File: src/rtl/npu_host_loader_if.sv
`default_nettype none
// ============================================================================
// Module      : npu_host_loader_if
// Description : Bundles the host word stream (s_*) and the NPU memory-mapped
//               port (npu_*) seen by the host loader.
//               master : the loader (consumes stream, drives NPU port)
//               slave  : the environment (stream source + NPU instance)
//   s_data    [31:0] stream word, byte0 in [7:0]   (slave -> master)
//   s_valid          stream word valid             (slave -> master)
//   s_ready          loader accepts word           (master -> slave)
//   npu_ena          NPU port enable               (master -> slave)
//   npu_wea          NPU write enable              (master -> slave)
//   npu_addra [15:0] {1'b0, sel[2:0], idx[11:0]}   (master -> slave)
//   npu_dina  [31:0] NPU write data                (master -> slave)
//   npu_douta [31:0] NPU read data                 (slave -> master)
// Revision    : 1.0 - initial release
// ============================================================================
interface npu_host_loader_if;
  logic [31:0] s_data;
  logic        s_valid;
  logic        s_ready;
  logic        npu_ena;
  logic        npu_wea;
  logic [15:0] npu_addra;
  logic [31:0] npu_dina;
  logic [31:0] npu_douta;

  modport master (
    input  s_data, s_valid, npu_douta,
    output s_ready, npu_ena, npu_wea, npu_addra, npu_dina
  );

  modport slave (
    output s_data, s_valid, npu_douta,
    input  s_ready, npu_ena, npu_wea, npu_addra, npu_dina
  );
endinterface
`default_nettype wire

File: src/rtl/npu_host_loader.sv
`default_nettype none
// ============================================================================
// Module      : npu_host_loader
// Description : Host-side initiator for the NPU memory-mapped port. Drains a
//               32-bit word stream (image, optionally all weight regions),
//               writes it into the NPU, triggers inference, waits a fixed
//               time, reads back the fc2 logit and reports it sign-extended.
//   clk, rst         clock, synchronous active-high reset
//   start            1-cycle pulse, begins a run when idle
//   load_weights     sampled at start: 1 = all regions, 0 = image only
//   busy             high from cycle after accepted start until done
//   done             1-cycle pulse, result valid that cycle
//   result [31:0]    sign-extended logit, held until next done
//   bus (master)     stream handshake + NPU port
// Revision    : 1.0 - initial release
// ============================================================================
module npu_host_loader #(
  parameter int IMG_WORDS   = 60,
  parameter int WC1_WORDS   = 23,
  parameter int WC2_WORDS   = 23,
  parameter int FC1_WORDS   = 330,
  parameter int FC2_WORDS   = 3,
  parameter int RESULT_WAIT = 2048,
  parameter int READ_LAT    = 1
) (
  input  wire logic          clk,
  input  wire logic          rst,
  input  wire logic          start,
  input  wire logic          load_weights,
  output logic               busy,
  output logic               done,
  output logic [31:0]        result,
  npu_host_loader_if.master  bus
);

  localparam int CNT_MAX = (RESULT_WAIT > READ_LAT) ? RESULT_WAIT : READ_LAT;
  localparam int CNT_W   = $clog2(CNT_MAX + 1);

  localparam logic [CNT_W-1:0] C_WAIT_LAST = CNT_W'(RESULT_WAIT);
  localparam logic [CNT_W-1:0] C_LAT_LAST  = CNT_W'(READ_LAT - 1);

  localparam logic [15:0] C_ADDR_RST  = 16'h5000;
  localparam logic [15:0] C_ADDR_TRIG = 16'h5001;
  localparam logic [15:0] C_ADDR_REQ  = 16'h5002;

  localparam logic [2:0] C_SEL_IMG = 3'd0;
  localparam logic [2:0] C_SEL_WC1 = 3'd1;
  localparam logic [2:0] C_SEL_WC2 = 3'd2;
  localparam logic [2:0] C_SEL_FC1 = 3'd3;
  localparam logic [2:0] C_SEL_FC2 = 3'd4;

  // Outputs are registered, so each state names the cycle in which its
  // NPU access is visible on the port: S_RST_OP shows the 5000 write,
  // S_TRIG shows the last data write, the first S_WAIT cycle shows the
  // 5001 trigger, S_REQ shows the 5002 read and S_DONE shows done.
  typedef enum logic [3:0] {
    S_IDLE   = 4'd0,
    S_RST_OP = 4'd1,
    S_LOAD   = 4'd2,
    S_TRIG   = 4'd3,
    S_WAIT   = 4'd4,
    S_REQ    = 4'd5,
    S_CAPT   = 4'd6,
    S_DONE   = 4'd7
  } state_t;

  state_t             state_q, state_d;
  logic               lw_q, lw_d;
  logic [2:0]         sel_q, sel_d;
  logic [11:0]        idx_q, idx_d;
  logic [CNT_W-1:0]   cnt_q, cnt_d;
  logic               busy_q, busy_d;
  logic               done_q, done_d;
  logic               s_ready_q, s_ready_d;
  logic               ena_q, ena_d;
  logic               wea_q, wea_d;
  logic [15:0]        addra_q, addra_d;
  logic [31:0]        dina_q, dina_d;
  logic [31:0]        result_q, result_d;

  logic [11:0]        idx_last;
  logic               final_region;
  logic               unused_douta_hi;

  // Only the low 24 bits of the logit word carry information.
  assign unused_douta_hi = ^bus.npu_douta[31:24];

  always_comb begin
    idx_last = 12'(IMG_WORDS - 1);
    case (sel_q)
      C_SEL_WC1: idx_last = 12'(WC1_WORDS - 1);
      C_SEL_WC2: idx_last = 12'(WC2_WORDS - 1);
      C_SEL_FC1: idx_last = 12'(FC1_WORDS - 1);
      C_SEL_FC2: idx_last = 12'(FC2_WORDS - 1);
      default:   idx_last = 12'(IMG_WORDS - 1);
    endcase
  end

  // Image-only runs end after the image region; full runs after fc2.
  assign final_region = (sel_q == C_SEL_FC2) || ((sel_q == C_SEL_IMG) && !lw_q);

  always_comb begin
    state_d   = state_q;
    lw_d      = lw_q;
    sel_d     = sel_q;
    idx_d     = idx_q;
    cnt_d     = cnt_q;
    busy_d    = busy_q;
    done_d    = 1'b0;
    s_ready_d = s_ready_q;
    ena_d     = 1'b0;
    wea_d     = 1'b0;
    addra_d   = addra_q;
    dina_d    = dina_q;
    result_d  = result_q;

    case (state_q)
      S_IDLE: begin
        if (start) begin
          state_d = S_RST_OP;
          lw_d    = load_weights;
          busy_d  = 1'b1;
          ena_d   = 1'b1;
          wea_d   = 1'b1;
          addra_d = C_ADDR_RST;
          dina_d  = 32'd0;
        end
      end

      S_RST_OP: begin
        state_d   = S_LOAD;
        sel_d     = C_SEL_IMG;
        idx_d     = 12'd0;
        s_ready_d = 1'b1;
      end

      S_LOAD: begin
        if (bus.s_valid && s_ready_q) begin
          ena_d   = 1'b1;
          wea_d   = 1'b1;
          addra_d = {1'b0, sel_q, idx_q};
          dina_d  = bus.s_data;
          if (idx_q == idx_last) begin
            idx_d = 12'd0;
            if (final_region) begin
              // Drop s_ready together with the final data write so no
              // extra word is accepted.
              s_ready_d = 1'b0;
              state_d   = S_TRIG;
            end else begin
              sel_d = sel_q + 3'd1;
            end
          end else begin
            idx_d = idx_q + 12'd1;
          end
        end
      end

      S_TRIG: begin
        ena_d   = 1'b1;
        wea_d   = 1'b1;
        addra_d = C_ADDR_TRIG;
        dina_d  = 32'd0;
        cnt_d   = '0;
        state_d = S_WAIT;
      end

      S_WAIT: begin
        // cnt_q is 0 in the cycle the trigger is on the port, so the read
        // appears after exactly RESULT_WAIT idle cycles.
        if (cnt_q == C_WAIT_LAST) begin
          ena_d   = 1'b1;
          wea_d   = 1'b0;
          addra_d = C_ADDR_REQ;
          state_d = S_REQ;
        end else begin
          cnt_d = cnt_q + CNT_W'(1);
        end
      end

      S_REQ: begin
        cnt_d   = '0;
        state_d = S_CAPT;
      end

      S_CAPT: begin
        if (cnt_q == C_LAT_LAST) begin
          result_d = {{8{bus.npu_douta[23]}}, bus.npu_douta[23:0]};
          done_d   = 1'b1;
          busy_d   = 1'b0;
          state_d  = S_DONE;
        end else begin
          cnt_d = cnt_q + CNT_W'(1);
        end
      end

      // Done cycle: a start arriving here is ignored.
      S_DONE: state_d = S_IDLE;

      default: state_d = S_IDLE;
    endcase
  end

  always_ff @(posedge clk) begin
    if (rst) begin
      state_q   <= S_IDLE;
      lw_q      <= 1'b0;
      sel_q     <= 3'd0;
      idx_q     <= 12'd0;
      cnt_q     <= '0;
      busy_q    <= 1'b0;
      done_q    <= 1'b0;
      s_ready_q <= 1'b0;
      ena_q     <= 1'b0;
      wea_q     <= 1'b0;
      addra_q   <= 16'd0;
      dina_q    <= 32'd0;
      result_q  <= 32'd0;
    end else begin
      state_q   <= state_d;
      lw_q      <= lw_d;
      sel_q     <= sel_d;
      idx_q     <= idx_d;
      cnt_q     <= cnt_d;
      busy_q    <= busy_d;
      done_q    <= done_d;
      s_ready_q <= s_ready_d;
      ena_q     <= ena_d;
      wea_q     <= wea_d;
      addra_q   <= addra_d;
      dina_q    <= dina_d;
      result_q  <= result_d;
    end
  end

  assign busy          = busy_q;
  assign done          = done_q;
  assign result        = result_q;
  assign bus.s_ready   = s_ready_q;
  assign bus.npu_ena   = ena_q;
  assign bus.npu_wea   = wea_q;
  assign bus.npu_addra = addra_q;
  assign bus.npu_dina  = dina_q;

endmodule
`default_nettype wire

File: src/flat_wrapper.sv
// flat-port wrapper written by rule: the top's interface ports become plain ports
module npu_host_loader_flat 
#(
  parameter int IMG_WORDS   = 60,
  parameter int WC1_WORDS   = 23,
  parameter int WC2_WORDS   = 23,
  parameter int FC1_WORDS   = 330,
  parameter int FC2_WORDS   = 3,
  parameter int RESULT_WAIT = 2048,
  parameter int READ_LAT    = 1
)
  (clk, rst, start, load_weights, busy, done, result, bus_s_data, bus_s_valid, bus_npu_douta, bus_s_ready, bus_npu_ena, bus_npu_wea, bus_npu_addra, bus_npu_dina);
  npu_host_loader_if bus_i ();
  input  wire logic clk;
  input  wire logic rst;
  input  wire logic start;
  input  wire logic load_weights;
  output logic busy;
  output logic done;
  output logic [31:0] result;
  input wire logic [$bits(bus_i.s_data)-1:0] bus_s_data;
  input wire logic [$bits(bus_i.s_valid)-1:0] bus_s_valid;
  input wire logic [$bits(bus_i.npu_douta)-1:0] bus_npu_douta;
  output wire logic [$bits(bus_i.s_ready)-1:0] bus_s_ready;
  output wire logic [$bits(bus_i.npu_ena)-1:0] bus_npu_ena;
  output wire logic [$bits(bus_i.npu_wea)-1:0] bus_npu_wea;
  output wire logic [$bits(bus_i.npu_addra)-1:0] bus_npu_addra;
  output wire logic [$bits(bus_i.npu_dina)-1:0] bus_npu_dina;
  assign bus_i.s_data = bus_s_data;
  assign bus_i.s_valid = bus_s_valid;
  assign bus_i.npu_douta = bus_npu_douta;
  assign bus_s_ready = bus_i.s_ready;
  assign bus_npu_ena = bus_i.npu_ena;
  assign bus_npu_wea = bus_i.npu_wea;
  assign bus_npu_addra = bus_i.npu_addra;
  assign bus_npu_dina = bus_i.npu_dina;
  npu_host_loader #(.IMG_WORDS(IMG_WORDS), .WC1_WORDS(WC1_WORDS), .WC2_WORDS(WC2_WORDS), .FC1_WORDS(FC1_WORDS), .FC2_WORDS(FC2_WORDS), .RESULT_WAIT(RESULT_WAIT), .READ_LAT(READ_LAT)) u_core (.clk(clk), .rst(rst), .start(start), .load_weights(load_weights), .busy(busy), .done(done), .result(result), .bus(bus_i));
endmodule
File: config.mk
export PLATFORM = sky130hd
export DESIGN_NAME = npu_host_loader_flat
export DESIGN_NICKNAME = d
export VERILOG_FILES = /design/src/rtl/npu_host_loader_if.sv /design/src/rtl/npu_host_loader.sv /design/src/flat_wrapper.sv
export SDC_FILE = /design/constraint.sdc
export NUM_CORES = 1
export LEC_CHECK = 0
export ABC_AREA = 0
export CELL_PAD_IN_SITES_DETAIL_PLACEMENT = 0
export CELL_PAD_IN_SITES_GLOBAL_PLACEMENT = 1
export CORE_MARGIN = 3
export CORE_UTILIZATION = 40
export DETAILED_ROUTE_END_ITERATION = 6
export DONT_BUFFER_PORTS = 1
export HOLD_SLACK_MARGIN = 0.15
export PLACE_DENSITY_LB_ADDON = 0.1
export RECOVER_POWER = 50
export SLEW_MARGIN = 15
export SYNTH_ARGS = -nofsm -noshare
export SYNTH_HDL_FRONTEND = slang
export SYNTH_SLANG_ARGS = --single-unit
File: constraint.sdc
create_clock -name clk -period 4.3 [get_ports clk]
set_input_delay 0.43 -clock clk [delete_from_list [all_inputs] [get_ports clk]]
set_output_delay 0.43 -clock clk [all_outputs]
set_load 0.05 [all_outputs]
==> out/metrics.cfg, run 1 <==
[outcome]
result_of_the_run = finished, violations left
violations = max-capacitance violations, max-slew violations

[clock_network]
ctsHoldBuffers = 1
cts_tree = done
clock_sink_count = 107
insertion_delay_ns = 0.35
cts.clk_slew.worst_paths_ns = 0.07
count_of_instances_resized_after_the_clock_tree_is_built = 0
numCtsBuffers = 9
postCtsSetupRepairBufs = 0
h_tree_depth_reported_by_cts = 3
root_buffer_master = clkbuf_16
cts.path.max_buffers = 2

[detailed_routing]
viasPerCell = 5.453
routed_wl_um = 11720
detail_route.iter0.violations = 188
first_pass_detailed_route_iteration_total = 4
drt-wirelength-per-cell_um = 16.87
detailroute.via_count = 3790
drc = 0
ant_nets = 0

[sta]
fin_ws_ns = 1.041
timing.final.max_slew_violations = 1
worst_slew_pin_slew_ns = 1.858
timing_hold_violations_final = 0
final_min_period_over_clock_period_pct = 75.78
grt_setup_unrepaired = false
clock_period_minus_final_worst_setup_slack_ns = 3.259
setup_violations = 0
clock-skew-final_ns = 0.006463
final.setup.tns_ns = 0
max_slew_margin_pct = -23.34
maximum_frequency_from_static_timing_analysis_mhz = 306.9

[final_layout]
drive_gt1_share_pct = 5.405
layout.nets = 634
flow.area_growth_from_synthesis_pct = 6.954
stdcell_count = 695
antenna_cells = 0

[die]
floorplan.die_area_um2 = 13080
ioPinCount = 154
fp.dieH_um = 114.4
effective_utilization_at_floorplan_pct = 42.03
design.core.area_um2 = 11170
die_w_um = 114.4
number_of_standard_cell_rows_in_the_floorplan = 38

[pwr]
pwr-share-comb_pct = 26.9
netSwitchingFraction_pct = 40.91
netSwitchingPower_mw = 1.193
clock_power_share_pct = 27.0
power_report.internal_total_mw = 1.723
pwr_density_cell_nw_per_um2 = 580.6
total_leakage_power_nw = 1.713
maximum_resistive_drop_on_vdd_uv = 286.6
seqPwrFrac_pct = 46.1

[synth]
netlist.area_leader.share_pct = 45.62
ys_top_cells_by_area = dfxtp_1, a21oi_1, nand2_1
postSynthAreaPerCell_um2 = 8.054
total_standard_cell_area_after_synthesis_um2 = 4696
post_synth_edffs = 0
async_flop_share_pct = 0
sequential_area_share_after_synthesis_pct = 45.62
synth_flop_cell = dfxtp_1
synth_area_leader_cell = dfxtp_1
yosysUniqueCellTypes = 53
synthesis.yosys.warnings = 0
synth_instances = 583
ys_seq_elements = 107
syn-num-nets = 664

[setup_path]
critPathRequiredTime_ns = 3.87
end_kind = primary output
cp_num_buf_inv = 1
critical_path_peak_fanout = 7
critical_path.top_delay_family = buffers and inverters
critical_path.startpoint_type = flip-flop
cp_slowest_stage_delay_ns = 1.50
crit_path_arrival_time_ns = 2.83
crit_chain = clkbuf_2
critical-path-slowest-cell = clkbuf_2
crit_type = flip-flop to primary output

[min_path]
hold_class = input pin to flip-flop

[flow_run]
cap_violations = 1

[placed_design]
post_place_setup_slack_ns = 1.573
hpwl_um = 7542
finalWeightedCongestion = 0.7609
port_buffers = 0
placedCellCount = 677

[global_routing]
grt_first_pass_wirelength_um = 17770
gr-total-overflow = 0
grt_usage_pct = 16.96
grt_start_max_net_pins = 69
first_global_vias = 3550
antenna_found_initial = 0

==> power groups by stage <==
stage                     registers, mW  clock network [mW]  logic [mW]
after floorplan                    1.33                   0       0.649
after global placement             1.37                   0       0.770
after detailed placement           1.37                   0       0.775
after CTS                          1.35               0.812       0.781
after global routing               1.36               0.858       0.893
final                              1.34               0.787       0.784
==> layout make-up <==
class	count	area, um^2
well taps	140	175.2
clock inverters	1	8.758
multi-input cells	415	2293
fillers	1119	6151
flip-flops and latches	107	2142
repair buffers	8	90.09
inverters	12	45.04
clock buffers	12	267.8
==> flip-flops by register name (all words and copies together) (netlist names) <==
register and flops:
u_core.bus.npu_wea 1, u_core.sel_q 3, u_core.done 1, u_core.cnt_q 12, u_core.result 24, u_core.bus.npu_addra 15
u_core.idx_q 12, u_core.bus.npu_ena 1, u_core.bus.npu_dina 32, u_core.lw_q 1, u_core.state_q 3, u_core.busy 1
u_core.bus.s_ready 1
==> synthesized netlist by cell type, types with 2 or more instances <==
cell type,count
nand4_1,9
o211ai_1,3
buf_2,2
xor2_1,17
nand2_1,107
mux2i_1,3
buf_4,9
o31ai_1,2
clkbuf_1,36
or3_1,6
and4_1,4
and3_1,11
a21o_1,2
a211oi_1,3
o21ai_0,6
nand2b_1,4
a31oi_1,2
nor3_1,8
mux2_2,3
inv_1,12
xnor2_1,3
nor2_1,40
dfxtp_1,107
ha_1,12
or2_2,2
a21oi_1,84
nor2b_1,4
nand3_1,54
nor4_1,4
==> cell usage in the layout, fill, tap and decap left out, drive strengths merged, types with 2 or more instances in the layout <==
cell type	Yosys	routed
a211oi	3	3
a21o	2	2
a21oi	85	85
a31oi	2	2
and3	12	12
and4	4	4
buf	13	4
clkbuf	36	13
dfxtp	107	107
dlygate4sd3	0	3
ha	12	12
inv	12	12
mux2	3	3
mux2i	3	3
nand2	107	107
nand2b	4	4
nand3	54	54
nand4	9	9
nor2	40	40
nor2b	4	4
nor3	8	8
nor4	5	5
o211ai	3	3
o21ai	6	6
o31ai	2	2
or2	2	2
or3	7	7
or4	2	2
xnor2	3	3
xor2	17	17
==> worst paths after layout <==
path,endpoint,cells after the start,slack (ns),from
setup reg to reg,u_core.bus.npu_addra[3]$_SDFFE_PP0P_,7,1.55,u_core.state_q[0]$_SDFFE_PP0P_
setup / recovery,result[24],1,1.04,u_core.result[23]$_SDFFE_PP0P_
hold / removal,u_core.bus.npu_ena$_SDFF_PP0_,1,0.18,rst
hold reg to reg,u_core.lw_q$_SDFFE_PP0P_,2,0.50,u_core.lw_q$_SDFFE_PP0P_
==> routing by layer <==
layer | share of wire [%] | track usage (%)
met4 | 0.78 | 4.355
met2 | 47 | 27.71
met3 | 8.4 | 7.241
met5 | 0 | 0
met1 | 44 | 20.59
==> kinds of logic (layout without fill, tap and decap cells) <==
logic type,count (synthesis),count (layout),synth area share (%)
flops,107,107,45.62
other cells,1,1,0.07986
buf+inv,61,33,5.808
fa+ha+maj,12,12,3.197
compound gates,111,111,13.46
mux,6,6,1.359
simple gates,265,265,26.75
xor+xnor,20,20,3.730
==> per-stage QoR <==
| stage | hold slack, ns | power (mW) | util [%] | cell area [um^2] |
|---|---|---|---|---|
| 6_report | 0.1750 | 2.916 | 44.95 | 5022 |
| 4_1_cts | 0.1505 | 2.940 | 44.47 | 4969 |
| 3_3_place_gp | 0.4871 | 2.138 | 41.90 | 4682 |
| 2_1_floorplan | 0.4634 | 1.975 | - | 4696 |
| 3_5_place_dp | 0.4941 | 2.145 | 41.90 | 4682 |
| 5_1_grt | 0.1603 | 3.110 | 44.95 | 5022 |
(Power assumes the default switching activity.)
==> run 2, diff against run 1 <==
clock period = 3.3 ns   (was 4.3 ns; I/O delays follow)
==> out/metrics.cfg, run 2 (synthesized netlist as in run 1, its figures left out) <==
[sta]
worst_slew_pin_slew_ns = 1.726
final_min_period_over_clock_period_pct = 85.94
clock-skew-final_ns = 0.006145
timing.final.max_slew_violations = 1
final.setup.tns_ns = 0
setup_violations = 0
timing_hold_violations_final = 0
max_slew_margin_pct = -14.59
clock_period_minus_final_worst_setup_slack_ns = 2.836
grt_setup_unrepaired = false
maximum_frequency_from_static_timing_analysis_mhz = 352.6

[outcome]
result_of_the_run = finished, violations left
violations = max-capacitance violations, max-slew violations

[min_path]
min_delay_path_depth = 2
hold_class = input pin to flip-flop
holdCritStartpoint = rst

[pwr]
total_leakage_power_nw = 1.968
pwr_density_cell_nw_per_um2 = 706.6
finalPower_mw = 3.974
maximum_resistive_drop_on_vdd_uv = 472.1

[detailed_routing]
first_pass_detailed_route_iteration_total = 5
drc = 0
viasPerCell = 5.259
ant_nets = 0
routed_wl_um = 11850
detailroute.via_count = 3981
drt-wirelength-per-cell_um = 15.65
detail_route.iter0.violations = 202

[final_layout]
mostFrequentLayoutCell = nand2_1
fillers = 1089
layout_common_cells = nand2_1, dfxtp_1, a21oi_1
largest_register_ff_count = 32
antenna_cells = 0
drive_gt1_share_pct = 5.348
layout.nets = 694
flow.area_growth_from_synthesis_pct = 19.77

[global_routing]
grt_start_max_net_pins = 84
grt_usage_pct = 17.82
gr-total-overflow = 0
grt_first_pass_wirelength_um = 18730
first_global_vias = 3774
antenna_found_initial = 0

[die]
ioPinCount = 154
effective_utilization_at_floorplan_pct = 42.03
fp.dieH_um = 114.4
number_of_standard_cell_rows_in_the_floorplan = 38
die_w_um = 114.4
design.core.area_um2 = 11170
floorplan.die_area_um2 = 13080

[setup_path]
timing.rr.end = u_core.result[23]$_SDFFE_PP0P_
end_kind = primary output
reg2reg_depth = 5
critical_path.startpoint_type = flip-flop
cp_num_buf_inv = 1
crit_path_arrival_time_ns = 2.51
critical_path.top_delay_family = buffers and inverters
rrSetupSlack_ns = 0.48
reg2reg_from = u_core.state_q[2]$_SDFFE_PP0P_
cp-startpoint = u_core.result[23]$_SDFFE_PP0P_
crit_path_end = result[25]
critical_path_peak_fanout = 8
crit_cells = 1
critical-path-slowest-cell = clkbuf_1
cp_slowest_stage_delay_ns = 1.32
crit_chain = clkbuf_1
critPathRequiredTime_ns = 2.97
crit_type = flip-flop to primary output

[clock_network]
postCtsSetupRepairBufs = 0
cts.path.max_buffers = 2
cts.clk_slew.worst_paths_ns = 0.07
clock_sink_count = 107
root_buffer_master = clkbuf_16
numCtsBuffers = 9
insertion_delay_ns = 0.35
cts_tree = done
h_tree_depth_reported_by_cts = 3

[placed_design]
port_buffers = 0
finalWeightedCongestion = 0.7740
hpwl_um = 7730

[flow_run]
cap_violations = 1

-- run 2: worst min-delay path by stage --
stage | to | slack (ns)
6_report | u_core.state_q[2]$_SDFFE_PP0P_ | 0.22
5_1_grt | u_core.state_q[2]$_SDFFE_PP0P_ | 0.23
4_1_cts | u_core.state_q[2]$_SDFFE_PP0P_ | 0.20
3_5_place_dp | u_core.bus.npu_addra[5]$_SDFFE_PP0P_ | 0.41
3_3_place_gp | u_core.bus.npu_addra[5]$_SDFFE_PP0P_ | 0.41
2_1_floorplan | u_core.lw_q$_SDFFE_PP0P_ | 0.46
-- run 2: area by class of cell --
cell class / instances / area, um^2 / area share (%)
inverter: 12 / 45.04 / 0.8009
multi-input combinational: 415 / 2293 / 40.78
timing repair buffer: 68 / 653.1 / 11.61
tap: 140 / 175.2 / 3.115
clock buffer: 12 / 267.8 / 4.761
sequential: 107 / 2146 / 38.15
clock inverter: 3 / 43.79 / 0.7786
-- run 2: metrics by stage --
| stage | hold slack, ns | worst slack, ns | std cells | area [um^2] | util, % |
|---|---|---|---|---|---|
| finish | 0.2180 | 0.4638 | 757 | 5624 | 50.34 |
| detailed placement | 0.4123 | 0.6081 | 683 | 4727 | 42.31 |
| CTS | 0.2032 | 0.4567 | 757 | 5647 | 50.54 |
| floorplan | 0.4634 | 0.8539 | 583 | 4696 | - |
| global route | 0.2289 | 0.2426 | 757 | 5624 | 50.34 |
| global placement | 0.4101 | 0.6489 | 683 | 4727 | 42.31 |
-- run 2: power by group --
| part | switching, mW | internal [mW] | total, mW |
|---|---|---|---|
| clock | 0.464 | 0.653 | 1.12 |
| sequential | 0.336 | 1.39 | 1.73 |
| combinational | 0.786 | 0.344 | 1.13 |
-- run 2: layer usage --
layer  wire, um  GRT usage (%)  share of wire [%]  up-vias
li1           -              -                  -     2042
met1       5133          21.00                 43     1813
met2       5652          29.90                 48      118
met3        958          7.135                8.1        8
met4        101          5.226               0.85        0
met5          0              0                  0        -
-- run 2: what timing repair did --
action | in CTS | in global routing
hold endpoints to repair | 83 | 0
resized for setup | 0 | 0
endpoints found under the setup margin | 0 | 0
hold buffers | 59 | 0
